<file path="src/rtl/gmii_tx_framer_pkg.sv">
// Shared types and wire constants for the GMII transmit framer.
package gmii_tx_framer_pkg;

    // state | meaning
    // IDLE  | wire quiet, waiting for a packet in the buffer
    // PRE   | preamble bytes on the wire, SFD follows
    // DATA  | payload streaming from the buffer
    // DRAIN | frame aborted, discarding the rest of the packet
    // IFG   | enforcing the minimum inter-packet gap
    typedef enum logic [2:0] {
        IDLE,
        PRE,
        DATA,
        DRAIN,
        IFG
    } state_t;

    localparam logic [7:0] GMII_PREAMBLE = 8'h55;
    localparam logic [7:0] GMII_SFD      = 8'hD5;

endpackage

</file>
<file path="src/rtl/gmii_tx_framer.sv">
// GMII transmit framer: preamble, SFD, payload from a FWFT buffer, then a
// minimum gap. A mid-frame underrun ends the frame with one tx_er cycle.
module gmii_tx_framer
    import gmii_tx_framer_pkg::*;
#(
    parameter int         PRE_LEN = 7,
    parameter logic [7:0] SFD     = GMII_SFD,
    parameter int         IFG_LEN = 12
) (
    input  logic        clk,
    input  logic        rst,
    input  logic [7:0]  s_data,
    input  logic        s_er,
    input  logic        s_last,
    input  logic        s_valid,
    output logic        s_ready,
    output logic [7:0]  tx_data,
    output logic        tx_en,
    output logic        tx_er,
    output logic        busy,
    output logic        underrun,
    output logic [15:0] frame_cnt
);

    // The preamble counter only needs to reach PRE_LEN-1; keep at least one bit.
    localparam int PRE_W = (PRE_LEN > 1) ? $clog2(PRE_LEN) : 1;
    localparam int IFG_W = $clog2(IFG_LEN + 1);
    localparam logic [PRE_W-1:0] PRE_LAST = PRE_W'(PRE_LEN - 1);
    localparam logic [IFG_W-1:0] IFG_DONE = IFG_W'(IFG_LEN);

    state_t           state, state_nx;
    logic [PRE_W-1:0] pre_cnt, pre_cnt_nx;
    logic [IFG_W-1:0] ifg_cnt, ifg_cnt_nx;
    logic [7:0]       data_nx;
    logic             en_nx, er_nx, underrun_nx, frame_inc;

    assign s_ready = (state == DATA) || (state == DRAIN);
    assign busy    = (state != IDLE);

    // Next-state, counter and next-wire decode.
    always_comb begin
        state_nx    = state;
        pre_cnt_nx  = pre_cnt;
        ifg_cnt_nx  = ifg_cnt;
        data_nx     = 8'h00;
        en_nx       = 1'b0;
        er_nx       = 1'b0;
        underrun_nx = 1'b0;
        frame_inc   = 1'b0;
        case (state)
            IDLE: begin
                if (s_valid) begin
                    state_nx   = PRE;
                    pre_cnt_nx = '0;
                    data_nx    = GMII_PREAMBLE;
                    en_nx      = 1'b1;
                end
            end
            PRE: begin
                en_nx = 1'b1;
                if (pre_cnt == PRE_LAST) begin
                    data_nx  = SFD;
                    state_nx = DATA;
                end else begin
                    data_nx    = GMII_PREAMBLE;
                    pre_cnt_nx = pre_cnt + 1'b1;
                end
            end
            DATA: begin
                en_nx = 1'b1;
                if (s_valid) begin
                    data_nx = s_data;
                    er_nx   = s_er;
                    if (s_last) begin
                        state_nx   = IFG;
                        ifg_cnt_nx = '0;
                        frame_inc  = 1'b1;
                    end
                end else begin
                    // Source ran dry: poison the frame rather than end it short.
                    er_nx       = 1'b1;
                    underrun_nx = 1'b1;
                    state_nx    = DRAIN;
                end
            end
            DRAIN: begin
                if (s_valid && s_last) begin
                    state_nx   = IFG;
                    ifg_cnt_nx = '0;
                end
            end
            IFG: begin
                // The first IFG cycle still shows the last byte, so counting to
                // IFG_LEN inclusive yields exactly IFG_LEN low cycles.
                if (ifg_cnt == IFG_DONE) begin
                    if (s_valid) begin
                        state_nx   = PRE;
                        pre_cnt_nx = '0;
                        data_nx    = GMII_PREAMBLE;
                        en_nx      = 1'b1;
                    end else begin
                        state_nx = IDLE;
                    end
                end else begin
                    ifg_cnt_nx = ifg_cnt + 1'b1;
                end
            end
            default: state_nx = IDLE;
        endcase
    end

    // State, counters and registered GMII outputs.
    always_ff @(posedge clk) begin
        if (rst) begin
            state     <= IDLE;
            pre_cnt   <= '0;
            ifg_cnt   <= '0;
            tx_data   <= 8'h00;
            tx_en     <= 1'b0;
            tx_er     <= 1'b0;
            underrun  <= 1'b0;
            frame_cnt <= 16'h0000;
        end else begin
            state    <= state_nx;
            pre_cnt  <= pre_cnt_nx;
            ifg_cnt  <= ifg_cnt_nx;
            tx_data  <= data_nx;
            tx_en    <= en_nx;
            tx_er    <= er_nx;
            underrun <= underrun_nx;
            if (frame_inc) begin
                frame_cnt <= frame_cnt + 16'h0001;
            end
        end
    end

endmodule
</file>
<file path="config.mk">
export PLATFORM = sky130hd
export DESIGN_NAME = gmii_tx_framer
export DESIGN_NICKNAME = d
export VERILOG_FILES = /design/src/rtl/gmii_tx_framer_pkg.sv /design/src/rtl/gmii_tx_framer.sv
export SDC_FILE = /design/constraint.sdc
export NUM_CORES = 1
export LEC_CHECK = 0
export BUFFER_PORTS_ARGS = -buffer_cell sky130_fd_sc_hd__buf_2
export CORE_ASPECT_RATIO = 0.8
export CORE_MARGIN = 1
export CORE_UTILIZATION = 50
export CTS_CLUSTER_DIAMETER = 40
export DETAILED_ROUTE_END_ITERATION = 6
export PLACE_DENSITY = 0.79
export SYNTH_ARGS = -nofsm -noshare
export SYNTH_HDL_FRONTEND = slang
export SYNTH_SLANG_ARGS = --single-unit
</file>
<file path="constraint.sdc">
create_clock -name clk -period 2.4 [get_ports clk]
set_clock_uncertainty 0.2 [all_clocks]
set_input_delay 0.24 -clock clk [delete_from_list [all_inputs] [get_ports clk]]
set_output_delay 0.24 -clock clk [all_outputs]
set_load 0.02 [all_outputs]
</file>
After elaboration in Yosys (flattened, before gate mapping)

Index checks and enable logic that the tools add are counted.

Bits in registers: 37
Logic and storage cells: 68

Eq/ne operators: 15
Multiplexer cells: 30
Reductions and logical operators: 11
$add $sub $neg: 3
Bitwise gates (word level): 1

Operator list:

| operator                                                              | number |
|---|---|
| 8-bit one-hot mux with 4 select lines                                 | 1 |
| 3-bit two-way mux                                                     | 9 |
| 16-bit by 1-bit adder with 16-bit output, second input constant       | 1 |
| 4-bit two-way mux                                                     | 4 |
| 8-bit two-way mux                                                     | 2 |
| 3-bit one-hot mux with 5 select lines                                 | 1 |
| 7-bit two-way mux                                                     | 2 |
| 2-bit != test, second input constant                                  | 7 |
| 4-bit one-hot mux with 3 select lines                                 | 1 |
| 5-bit AND reduction                                                   | 2 |
| 3-bit one-hot mux with 3 select lines                                 | 1 |
| 3-bit nonzero test                                                    | 3 |
| 1-bit two-way mux                                                     | 8 |
| 3-bit by 2-bit equality test with 1-bit output, second input constant | 2 |
| 3-bit equality test, second input constant                            | 2 |
| 4-bit by 1-bit adder with 4-bit output, second input constant         | 1 |
| 4-bit equality test, second input constant                            | 1 |
| 2-bit OR reduction                                                    | 2 |
| 3-bit by 1-bit adder with 3-bit output, second input constant         | 1 |
| 3-bit by 1-bit equality test with 1-bit output, second input constant | 1 |
| 3-bit logical NOT                                                     | 1 |
| 3-bit != test, second input constant                                  | 1 |
| 1-bit one-hot mux with 3 select lines                                 | 1 |
| 3-bit AND reduction                                                   | 1 |
| other kinds (4)                                                       | 4 |

Longest topological paths before layout

Word-level depth: 3
Depth in mapped cells: 7

Worst setup path before layout

Ideal clock, no wire load.

Path kind: register to register
From: reg frame_cnt[5]
To: reg frame_cnt[15]
Period minus slack after synthesis: 1.829 ns
Setup time: 0.070 ns
Data required time: 2.130 ns
Data arrival time: 1.559 ns
Setup slack: 0.571 ns
Cell stages (with the launch flop): 6
Buffers on the path: 1
Cells stage by stage: dfxtp_1 -> and4_1 -> buf_1 -> nand2_1 -> or4_1 -> a21oi_1

Cells in the longest elaborated chain, start to end: 1

Ends and longest elaborated chain:

| item                                     | line                  | text |
|---|---|---|
| from (decl)                              | gmii_tx_framer.sv:22  | `output logic [15:0] frame_cnt` |
| from (signal assigned)                   | gmii_tx_framer.sv:132 | `frame_cnt <= frame_cnt + 16'h0001;` |
| 16-bit by 1-bit adder with 16-bit output | gmii_tx_framer.sv:132 |  |

No other way between the ends.
A chain may end at the register's enable or synchronous reset.

Worst setup path after layout

From: reg state[1]
To: reg frame_cnt[15]

Cells in the longest elaborated chain, start to end: 2

Ends and longest elaborated chain:

| item                                           | line                  | text |
|---|---|---|
| from (decl)                                    | gmii_tx_framer.sv:31  | `state_t state, state_nx;` |
| from (signal assigned)                         | gmii_tx_framer.sv:124 | `state <= state_nx;` |
| 3-bit by 2-bit equality test with 1-bit output | gmii_tx_framer.sv:50  | `case (state)` |
| 1-bit two-way mux                              | gmii_tx_framer.sv:50  |  |

No other way between the ends.

==> run metrics <==
worst hold slack around 52 ps; DRC violations left 0; placed cell areas 1928 µm²; RSZ-0062 raised after global routing no; CP required around 2400 ps; register area share after synthesis a little over two fifths; final setup fails 0; Setup crit end kind register; Worst-Margin Slew roughly 520 ps; clock root cell clkbuf_8; Congestion Overflow GR 0; # port buffers 41; asr flop ratio synth 0%; Vert. Die Dim around 54 µm; Worst Path Max Fanout 11; Tmin final 2000 ps; RR Endpoint frame_cnt[15]; GRT Total Usage 23.17%; Clock Sinks 37; Critical Path Max Stage Delay ~560 ps; clock tree buffer depth 2; IR Drop Worst-Case VDD between 0.3 and 0.4 mV; initial antenna violation count 0; Worst R2R Path Depth 4; WP data arrival 2010 ps; area of the core 3153 µm²; Syn Inst Count between 150 and 200; DR iter-0 viols 83; total power approximately 1.3 mW; placed cells roughly 270; Multi-input gate area slightly below 900 µm²; n_diodes 0; starting density of the core 53.77%; Rel. slew slack about two thirds; Final Hold Violating Endpoints 0; routed wire length between 3 and 4 mm; register area about 740 µm²; Syn-to-layout area delta 23.17%; syn nets 217; WS Path Type register to register; number of synthesized flops with an enable pin 0; Pins Over Slew Limit 0; first-pass GRT wire length just over 6 mm; Hold/Removal Path Class primary input to register; syn avg cell area about 8.5 µm²; NumNets Final ~270; cell area after layout roughly 2100 µm²; CTS buffer count 5; CTS tree done; Layout Cells excl Fill ~290; crit path cell chain and4bb_1 > nand4_1 > or4_1 > a21oi_1; R2R Path Start state[1]; maxcap violations 0; Clock transition at path regs about 70 ps; DR WL/cell around 13 µm; leakage roughly 0.86 nW; routability cong. about 0.87; post-synthesis register bit count 37; hpwl dp about 2.5 mm; routed vias roughly 1,600; setup TNS 0 ps; r2r setup slk 400 ps; number of antenna-violating nets in the routed design 0; Worst path slowest cell or4_1; vias in the first global route 1,370; Final Cycle Share 83.35%; H-tree Lvls 2; Via density about 5.5; FILL cells 290; number of library cell types mapped by synthesis 43; Setup crit end frame_cnt[15]; layout cell share with drive strength beyond 1 21.37%; row count 18; Clk Latency, worst-skew pair 280 ps; chip width 67.11 µm; Setup crit start kind register; PwrDens roughly 600 nW/µm²; Worst setup startpoint state[1]; top_reg_cell synth dfxtp_1; outcome finished, final reports clean; synthesized area approximately 1700 µm²; IO Pins between 40 and 50; Max Clk Rate 499.9 MHz; synth warn 0; largest net degree at the start of global routing 29; drt first pass iters 4; die area about 3600 µm²
[stage by stage]
step	util (%)	worst slack (ps)
finish	66.23	399.7
floorplan	-	571.0
CTS	66.23	394.5
global placement	61.15	483.5
global route	66.23	246.4
detailed placement	61.15	428.4
[flip-flops by register name, indices dropped and copies added (netlist names)]
register   count
frame_cnt     16
tx_en          1
ifg_cnt        4
underrun       1
tx_data        8
state          3
tx_er          1
pre_cnt        3
[placed cells by master (no fill, tap or decap), types with 2 or more instances in the layout]
| cell type | synthesis | final |
|---|---|---|
| inv_1 | 8 | 8 |
| buf_2 | 3 | 41 |
| and3_1 | 3 | 3 |
| clkbuf_1 | 7 | 3 |
| dlygate4sd3_1 | 0 | 8 |
| nor2b_1 | 2 | 2 |
| nand3b_1 | 3 | 3 |
| and2_1 | 4 | 4 |
| nor2_1 | 10 | 10 |
| nor3_1 | 6 | 6 |
| o211ai_1 | 2 | 2 |
| xor2_1 | 3 | 3 |
| xnor2_1 | 4 | 4 |
| a21oi_1 | 22 | 22 |
| nand4_1 | 5 | 5 |
| clkbuf_8 | 0 | 5 |
| nand3_1 | 11 | 11 |
| o21ai_0 | 10 | 10 |
| nand2_1 | 19 | 19 |
| ha_1 | 5 | 5 |
| and4_1 | 2 | 2 |
| dfxtp_1 | 37 | 37 |
| or3_1 | 10 | 10 |
| buf_4 | 1 | 4 |
| a31oi_1 | 2 | 2 |
[report_power, final]
group / internal (mW) / switching [mW]
clock network: 0.206 / 0.198
registers: 0.643 / 0.0212
logic: 0.0799 / 0.118
[synth_stat cells (all sizes together), types with 5 or more instances]
master | n | share of area [%]
nand4 | 6 | 3.1
o21ai | 11 | 3.2
buf | 5 | 1.5
nor2 | 11 | 2.6
a21oi | 22 | 6.5
nor3 | 6 | 1.8
or3 | 10 | 3.7
nand3 | 11 | 3.2
dfxtp | 37 | 44
inv | 8 | 1.8
nand2 | 19 | 4.2
clkbuf | 7 | 1.6
ha | 5 | 3.7
[kinds of logic (layout without fill, tap and decap cells)]
| logic type | after synthesis | after routing | synth area share (%) |
|---|---|---|---|
| AND/OR/NAND/NOR | 85 | 85 | 28.78 |
| AO/OA/AOI/OAI | 45 | 45 | 15.35 |
| flip-flops | 37 | 37 | 43.69 |
| buffers and inverters | 20 | 69 | 4.871 |
| XOR/XNOR | 7 | 7 | 3.616 |
| adder cells (fa/ha/maj) | 5 | 5 | 3.690 |
[critical path, delay by kind of cell, from the launching register on]
family / cells / cell delay [ps]
AOI/OAI and AO/OA: 1 / 140
DFF: 1 / 520
and+or+nand+nor: 3 / 1070
[how the worst min path moves through the flow]
stage                     cells past startpoint  startpoint  slack, ps         end
after global placement                        2   s_data[1]        240  tx_data[1]
after CTS                                     3        s_er         40       tx_er
after detailed placement                      2   s_data[3]        240  tx_data[3]
final                                         3        s_er         50       tx_er
after floorplan                               1   s_data[1]        160  tx_data[1]
after global routing                          3        s_er         60       tx_er
[cell type report]
class / count / area share [%]
clock buffers: 8 / 3.835
inverters: 8 / 1.438
multi-input cells: 142 / 41.76
flip-flops and latches: 37 / 35.47
well taps: 40 / 2.397
repair buffers: 53 / 15.10
[timing repair]
item                                    4_1_cts  5_1_grt
endpoints found under the setup margin        0        0
gates resized for setup                       0        0
hold buffers                                  8        0
hold endpoints to repair                      8        0
buffers inserted                              0        0
[metal layers]
metal	global-route usage (%)	up-vias	wire length (µm)
met3	6.992	4	220
li1	-	807	-
met5	0	-	0
met2	34.83	45	1580
met1	31.96	724	1879
met4	6.383	0	31
(Power assumes the default switching activity.)
